## src/rtl/pwm_duty_sorter_pkg.sv

```systemverilog
// Shared types and helpers for the sequential PWM duty sorter.
package pwm_sort_pkg;

  typedef enum logic [1:0] {
    IDLE = 2'd0,
    SORT = 2'd1,
    DONE = 2'd2
  } state_e;

  // A single channel still needs a 1-bit index field.
  function automatic int idx_w(input int n);
    return (n <= 2) ? 1 : $clog2(n);
  endfunction

endpackage

```

## src/rtl/pwm_duty_sorter_if.sv

```systemverilog
// Request/result bundle between a PWM register file (master) and the duty sorter (slave).
interface pwm_duty_sorter_if
  import pwm_sort_pkg::*;
#(
  parameter int Resolution = 16,
  parameter int Channels   = 4
);
  localparam int IdxW = idx_w(Channels);

  logic                           start_i;
  logic [Channels*Resolution-1:0] duty_i;
  logic                           busy_o;
  logic                           done_o;
  logic                           valid_o;
  logic [Channels*Resolution-1:0] sorted_duty_o;
  logic [Channels*IdxW-1:0]       sorted_idx_o;
  logic [Resolution-1:0]          min_duty_o;
  logic [Resolution-1:0]          max_duty_o;

  modport master (
    output start_i, duty_i,
    input  busy_o, done_o, valid_o, sorted_duty_o, sorted_idx_o, min_duty_o, max_duty_o
  );

  modport slave (
    input  start_i, duty_i,
    output busy_o, done_o, valid_o, sorted_duty_o, sorted_idx_o, min_duty_o, max_duty_o
  );
endinterface

```

## src/rtl/pwm_duty_sorter_cmp_swap.sv

```systemverilog
// Compare-swap cell: orders one (value, index) pair, swapping only on strictly greater.
module pwm_cmp_swap #(
  parameter int Resolution = 16,
  parameter int IdxW       = 2
) (
  input  logic [Resolution-1:0] a_val_i,
  input  logic [IdxW-1:0]       a_idx_i,
  input  logic [Resolution-1:0] b_val_i,
  input  logic [IdxW-1:0]       b_idx_i,
  output logic [Resolution-1:0] lo_val,
  output logic [IdxW-1:0]       lo_idx,
  output logic [Resolution-1:0] hi_val,
  output logic [IdxW-1:0]       hi_idx,
  output logic                  swapped
);
  assign swapped = (a_val_i > b_val_i);
  assign lo_val  = swapped ? b_val_i : a_val_i;
  assign lo_idx  = swapped ? b_idx_i : a_idx_i;
  assign hi_val  = swapped ? a_val_i : b_val_i;
  assign hi_idx  = swapped ? a_idx_i : b_idx_i;
endmodule

```

## src/rtl/pwm_duty_sorter.sv

```systemverilog
// Odd-even transposition sorter for PWM duty values, one pass per clock.
// Optional macro PWM_SORT_EARLY_EXIT_EN stops after two consecutive swap-free passes.
module pwm_duty_sorter
  import pwm_sort_pkg::*;
#(
  parameter int Resolution = 16,
  parameter int Channels   = 4
) (
  input  logic                 clk_i,
  input  logic                 rst_i,
  pwm_duty_sorter_if.slave     bus
);
  localparam int IdxW  = idx_w(Channels);
  localparam int NPair = (Channels < 2) ? 1 : Channels / 2;

  if (Channels < 2) begin : g_bad_channels
    $error("pwm_duty_sorter: Channels must be at least 2");
  end

  state_e                state_q, state_d;
  logic [IdxW-1:0]       pass_q;
  logic                  valid_q;
  logic [Resolution-1:0] val_q [Channels];
  logic [Resolution-1:0] val_d [Channels];
  logic [IdxW-1:0]       idx_q [Channels];
  logic [IdxW-1:0]       idx_d [Channels];
  logic                  last_pass, finish;

  logic [Resolution-1:0] ev_lo_val [NPair];
  logic [Resolution-1:0] ev_hi_val [NPair];
  logic [IdxW-1:0]       ev_lo_idx [NPair];
  logic [IdxW-1:0]       ev_hi_idx [NPair];
  logic [Resolution-1:0] od_lo_val [NPair];
  logic [Resolution-1:0] od_hi_val [NPair];
  logic [IdxW-1:0]       od_lo_idx [NPair];
  logic [IdxW-1:0]       od_hi_idx [NPair];
  logic [NPair-1:0]      ev_sw, od_sw;

  for (genvar k = 0; k < NPair; k++) begin : g_pair
    pwm_cmp_swap #(.Resolution(Resolution), .IdxW(IdxW)) u_even (
      .a_val_i(val_q[2*k]),   .a_idx_i(idx_q[2*k]),
      .b_val_i(val_q[2*k+1]), .b_idx_i(idx_q[2*k+1]),
      .lo_val(ev_lo_val[k]),  .lo_idx(ev_lo_idx[k]),
      .hi_val(ev_hi_val[k]),  .hi_idx(ev_hi_idx[k]),
      .swapped(ev_sw[k])
    );
    if (2*k+2 < Channels) begin : g_odd
      pwm_cmp_swap #(.Resolution(Resolution), .IdxW(IdxW)) u_odd (
        .a_val_i(val_q[2*k+1]), .a_idx_i(idx_q[2*k+1]),
        .b_val_i(val_q[2*k+2]), .b_idx_i(idx_q[2*k+2]),
        .lo_val(od_lo_val[k]),  .lo_idx(od_lo_idx[k]),
        .hi_val(od_hi_val[k]),  .hi_idx(od_hi_idx[k]),
        .swapped(od_sw[k])
      );
    end else begin : g_no_odd
      // Top slot has no odd partner: it passes through unchanged.
      assign od_lo_val[k] = '0;
      assign od_hi_val[k] = '0;
      assign od_lo_idx[k] = '0;
      assign od_hi_idx[k] = '0;
      assign od_sw[k]     = 1'b0;
    end
  end

  always_comb begin
    val_d = val_q;
    idx_d = idx_q;
    for (int k = 0; k < NPair; k++) begin
      if (!pass_q[0]) begin
        val_d[2*k]   = ev_lo_val[k];
        idx_d[2*k]   = ev_lo_idx[k];
        val_d[2*k+1] = ev_hi_val[k];
        idx_d[2*k+1] = ev_hi_idx[k];
      end else if (2*k+2 < Channels) begin
        val_d[2*k+1] = od_lo_val[k];
        idx_d[2*k+1] = od_lo_idx[k];
        val_d[2*k+2] = od_hi_val[k];
        idx_d[2*k+2] = od_hi_idx[k];
      end
    end
  end

  assign last_pass = (pass_q == IdxW'(Channels - 1));

`ifdef PWM_SORT_EARLY_EXIT_EN
  logic any_swap, prev_swap_q;
  assign any_swap = pass_q[0] ? (|od_sw) : (|ev_sw);
  assign finish   = last_pass || ((pass_q != '0) && !any_swap && !prev_swap_q);

  always_ff @(posedge clk_i) begin
    if (rst_i)                                 prev_swap_q <= 1'b0;
    else if (state_q == IDLE && bus.start_i)   prev_swap_q <= 1'b0;
    else if (state_q == SORT)                  prev_swap_q <= any_swap;
  end
`else
  assign finish = last_pass;
`endif

  // ---- state register
  always_ff @(posedge clk_i) begin
    if (rst_i) state_q <= IDLE;
    else       state_q <= state_d;
  end

  // ---- next-state logic
  always_comb begin
    state_d = state_q;
    unique case (state_q)
      IDLE:    if (bus.start_i) state_d = SORT;
      SORT:    if (finish)      state_d = DONE;
      DONE:                     state_d = IDLE;
      default:                  state_d = IDLE;
    endcase
  end

  // ---- working registers
  always_ff @(posedge clk_i) begin
    if (rst_i) begin
      pass_q  <= '0;
      valid_q <= 1'b0;
      for (int k = 0; k < Channels; k++) begin
        val_q[k] <= '0;
        idx_q[k] <= IdxW'(k);
      end
    end else begin
      case (state_q)
        IDLE: if (bus.start_i) begin
          pass_q  <= '0;
          valid_q <= 1'b0;
          for (int k = 0; k < Channels; k++) begin
            val_q[k] <= bus.duty_i[k*Resolution +: Resolution];
            idx_q[k] <= IdxW'(k);
          end
        end
        SORT: begin
          val_q <= val_d;
          idx_q <= idx_d;
          if (finish) valid_q <= 1'b1;
          else        pass_q  <= pass_q + 1'b1;
        end
        default: ;
      endcase
    end
  end

  // ---- outputs
  always_comb begin
    bus.busy_o = (state_q == SORT);
    bus.done_o = (state_q == DONE);
  end

  assign bus.valid_o    = valid_q;
  assign bus.min_duty_o = val_q[0];
  assign bus.max_duty_o = val_q[Channels-1];

  for (genvar k = 0; k < Channels; k++) begin : g_out
    assign bus.sorted_duty_o[k*Resolution +: Resolution] = val_q[k];
    assign bus.sorted_idx_o[k*IdxW +: IdxW]              = idx_q[k];
  end
endmodule

```

## src/flat_wrapper.sv

```systemverilog
// flat-port wrapper written by rule: the top's interface ports become plain ports
module pwm_duty_sorter_flat import pwm_sort_pkg::*;
#(
  parameter int Resolution = 16,
  parameter int Channels   = 4
)
  (clk_i, rst_i, bus_start_i, bus_duty_i, bus_busy_o, bus_done_o, bus_valid_o, bus_sorted_duty_o, bus_sorted_idx_o, bus_min_duty_o, bus_max_duty_o);
  pwm_duty_sorter_if #(.Resolution(Resolution), .Channels(Channels)) bus_i ();
  input  logic clk_i;
  input  logic rst_i;
  input wire logic [$bits(bus_i.start_i)-1:0] bus_start_i;
  input wire logic [$bits(bus_i.duty_i)-1:0] bus_duty_i;
  output wire logic [$bits(bus_i.busy_o)-1:0] bus_busy_o;
  output wire logic [$bits(bus_i.done_o)-1:0] bus_done_o;
  output wire logic [$bits(bus_i.valid_o)-1:0] bus_valid_o;
  output wire logic [$bits(bus_i.sorted_duty_o)-1:0] bus_sorted_duty_o;
  output wire logic [$bits(bus_i.sorted_idx_o)-1:0] bus_sorted_idx_o;
  output wire logic [$bits(bus_i.min_duty_o)-1:0] bus_min_duty_o;
  output wire logic [$bits(bus_i.max_duty_o)-1:0] bus_max_duty_o;
  assign bus_i.start_i = bus_start_i;
  assign bus_i.duty_i = bus_duty_i;
  assign bus_busy_o = bus_i.busy_o;
  assign bus_done_o = bus_i.done_o;
  assign bus_valid_o = bus_i.valid_o;
  assign bus_sorted_duty_o = bus_i.sorted_duty_o;
  assign bus_sorted_idx_o = bus_i.sorted_idx_o;
  assign bus_min_duty_o = bus_i.min_duty_o;
  assign bus_max_duty_o = bus_i.max_duty_o;
  pwm_duty_sorter #(.Resolution(Resolution), .Channels(Channels)) u_core (.clk_i(clk_i), .rst_i(rst_i), .bus(bus_i));
endmodule
```

## config.mk

```make
export PLATFORM = sky130hd
export DESIGN_NAME = pwm_duty_sorter_flat
export DESIGN_NICKNAME = d
export VERILOG_FILES = /design/src/rtl/pwm_duty_sorter_pkg.sv /design/src/rtl/pwm_duty_sorter_if.sv /design/src/rtl/pwm_duty_sorter_cmp_swap.sv /design/src/rtl/pwm_duty_sorter.sv /design/src/flat_wrapper.sv
export SDC_FILE = /design/constraint.sdc
export NUM_CORES = 1
export LEC_CHECK = 0
export CAP_MARGIN = 20
export CORE_UTILIZATION = 45
export CTS_BUF_LIST = sky130_fd_sc_hd__clkbuf_8
export CTS_CLUSTER_DIAMETER = 80
export DETAILED_ROUTE_END_ITERATION = 8
export PLACE_DENSITY = 0.88
export SYNTH_ARGS = -nofsm -noshare
export SYNTH_HDL_FRONTEND = slang
export SYNTH_SLANG_ARGS = --single-unit
```

## constraint.sdc

```tcl
create_clock -name clk_i -period 5.4 [get_ports clk_i]
set_input_delay 1.62 -clock clk_i [delete_from_list [all_inputs] [get_ports clk_i]]
set_output_delay 1.62 -clock clk_i [all_outputs]
set_load 0.005 [all_outputs]
```

==> flow_summary.json <==
{
  "fillCellCount": 1129,
  "async_reset_ff_frac": 0,
  "final_hold_viol_count": 0,
  "min-delay-start": "u_core.bus.sorted_idx_o[1]$_SDFFE_PP0P_",
  "slew-limit-headroom": 0.287,
  "fin_nets": 933,
  "n_antenna_cell": 0,
  "setup_viol": 0,
  "synth_top_area_cell": "dfxtp_1",
  "die_area_um2": 13600,
  "ys_ff_latch": 77,
  "clk_pin_slew_ns": 0.09,
  "fin_skew_ns": 0.0115,
  "slew_viol_final": 0,
  "syn_avg_cell_area_um2": 8.27,
  "finalWirelength_um": 18800,
  "synth_fp_nets": 831,
  "cts_hold_buffers": 0,
  "synth_edf_count": 0,
  "cp_top_family": "simple AND/OR/NAND/NOR gates",
  "die_y_um": 117,
  "synth_top_area_frac": 0.261,
  "ctsRootBufferMaster": "clkbuf_8",
  "syn_area_um2": 5910,
  "drive_above_1_share": 0.0766,
  "p_per_area_nw_per_um2": 308,
  "yosys-top-cells-area": "dfxtp_1 26%, ha_1 10%, mux2i_1 6.3%",
  "path_cells": "inv_1 > ha_1 > nand4_1 > nor2_1 > nor4_1 > nand3_1 > o211ai_4 > mux2_2",
  "grt_max_degree": 100,
  "dp_slack_ns": 1.45,
  "drc": 0,
  "routed_via_density": 6.06,
  "ys_warn_count": 0,
  "post-cts-setup-buffers": 0,
  "core_um2": 12700,
  "worstReg2RegStart": "u_core.bus.max_duty_o[14]$_SDFFE_PP0P_",
  "gp_congestion": 0.896,
  "post-route-period-util": 0.673,
  "dp_cells": 976,
  "path_buf_inv": 1,
  "cts-resized-gates": 0,
  "syn_to_final_growth_pct": 28.8,
  "netlist_instances": 715,
  "status": "finished, final reports clean",
  "cts_tree": "built",
  "grt_pass1_wl_um": 28500,
  "clk_path_buf_depth": 2,
  "rsz0062_at_grt": "false",
  "initialDrtViolationCount": 691,
  "grt_overflow": 0,
  "p_leak_nw": 2.75,
  "final_cells": 994,
  "grt_use_total": 0.273,
  "synth_ff_type": "dfxtp_1",
  "hold_path_class": "reg2reg",
  "ioPinCount": 174,
  "wire_per_inst_um": 18.9,
  "antenna_found_initial": 0,
  "critPathMaxFanout": 18,
  "cp-startpoint": "u_core.bus.max_duty_o[14]$_SDFFE_PP0P_",
  "crit_path_top_delay_cell": "o211ai_4",
  "tns_ns": 0,
  "cts_sinks": 77,
  "vias": 6022,
  "cp.arrival_ns": 3.89,
  "end_kind": "flop",
  "holdWs_ns": 0.502,
  "place_hpwl_um": 13500,
  "startpoint_type": "flop",
  "ir_drop_uv": 161,
  "ys_seq_area_frac": 0.261,
  "ys_types": 54,
  "regArea_um2": 1540,
  "postRouteAntennaNets": 0,
  "utilization": 0.599,
  "maxCapViolCount": 0,
  "fin_ws_ns": 1.76,
  "htreeDepth": 3,
  "io_buffers": 173,
  "start_util": 0.465,
  "tightest_slew_ns": 1.07,
  "grt_pass1_vias": 5623,
  "worstSkewPairLatency_ns": 0.37,
  "crit_type": "reg2reg",
  "die_x_um": 117,
  "fp-row-count": 41,
  "critPathRequiredTime_ns": 5.66,
  "fin_crit_ns": 3.64,
  "fmax_mhz": 275,
  "cts_made_buffers": 9,
  "firstDrtPassIters": 6,
  "multi_input_area_um2": 3660,
  "slowest_delay_ns": 0.92
}
==> worst paths after layout <==
check | endpoint | slack, ns | cells after the start
max | u_core.bus.sorted_duty_o[34]$_SDFFE_PP0P_ | 1.76 | 8
min reg2reg | u_core.bus.sorted_idx_o[1]$_SDFFE_PP0P_ | 0.50 | 2
max reg2reg | u_core.bus.sorted_duty_o[34]$_SDFFE_PP0P_ | 1.76 | 8
min | u_core.bus.sorted_idx_o[1]$_SDFFE_PP0P_ | 0.50 | 2
==> where the power goes <==
part | internal [W] | leakage, nW | switching [W]
Clock | 0.000178 | 0.0880 | 0.000233
Combinational | 0.000541 | 2.03 | 0.000589
Sequential | 0.000656 | 0.635 | 0.000147
==> synthesized netlist by cell type (5+ instances only) <==
library cell	count
buf_2	8
o21ai_0	11
ha_1	49
nor2_1	75
o211ai_1	17
buf_4	34
dfxtp_1	77
mux2_2	17
a311oi_1	16
a21oi_1	70
a32oi_1	15
nor2b_1	6
o31ai_1	21
buf_1	5
inv_1	51
nand4_1	26
a211oi_1	35
nor3_1	7
nand3_1	5
mux2i_1	37
nand2_1	35
o31ai_4	10
clkbuf_1	39
==> tightest hold or removal path: cells and delay by family, from the launching register on <==
family,cells,cell delay [ns]
flops,1,0.33
compound gates,2,0.13
==> cell type report <==
type,instances,area share
Multi-Input combinational cell,496,0.481
Clock inverter,6,0.00509
Inverter,52,0.0258
Clock buffer,10,0.0181
Sequential cell,77,0.203
Tap cell,172,0.0283
Timing Repair Buffer,181,0.239
==> cells by family after synthesis <==
| family | after synthesis | synth area share |
|---|---|---|
| DFF | 77 | 0.261 |
| adders and majority gates | 49 | 0.104 |
| AOI/OAI and AO/OA | 217 | 0.275 |
| buffers and inverters | 142 | 0.120 |
| and+or+nand+nor | 174 | 0.141 |
| muxes | 56 | 0.0995 |
==> layer usage <==
metal,vias to the layer above,part of all wire,GRT usage
li1,2819,-,-
met1,2775,0.43,0.368
met2,376,0.44,0.424
met3,52,0.10,0.0477
met4,0,0.031,0.128
met5,-,0,0
==> per-stage QoR <==
stage / instance area, µm² / total power, W
final: 7620 / 0.00234
after global routing: 7620 / 0.00249
after CTS: 7570 / 0.00232
after detailed placement: 7400 / 0.00191
after global placement: 7390 / 0.00187
after floorplan: 5910 / 0.00148
==> flip-flops by register name (all words and copies together) (netlist names) <==
register / flops
u_core.bus.sorted_duty_o: 32
u_core.bus.max_duty_o: 16
u_core.bus.min_duty_o: 16
u_core.bus.sorted_idx_o: 8
u_core.pass_q: 2
u_core.state_q: 2
u_core.bus.valid_o: 1
==> cells in the final DEF, fill, tap and decap left out, types with 2 or more instances in the layout <==
cell type / instances
clkdlybuf4s50_1: 172
dfxtp_1: 76
nor2_1: 75
a21oi_1: 70
inv_1: 51
ha_1: 49
mux2i_1: 37
nand2_1: 35
a211oi_1: 35
nand4_1: 26
o31ai_1: 21
o211ai_1: 17
mux2_2: 17
a311oi_1: 16
a32oi_1: 15
o21ai_0: 11
o31ai_4: 10
clkbuf_8: 10
nor2b_1: 6
nor3_1: 6
buf_4: 6
nand3_1: 5
clkinv_2: 4
and2_1: 4
o21bai_1: 4
nor4_1: 4
a2111oi_0: 4
nor4_2: 2
and3_1: 2
a21o_1: 2
a22oi_1: 2
clkinvlp_4: 2
Note: power is estimated with default switching activity, not from simulation.
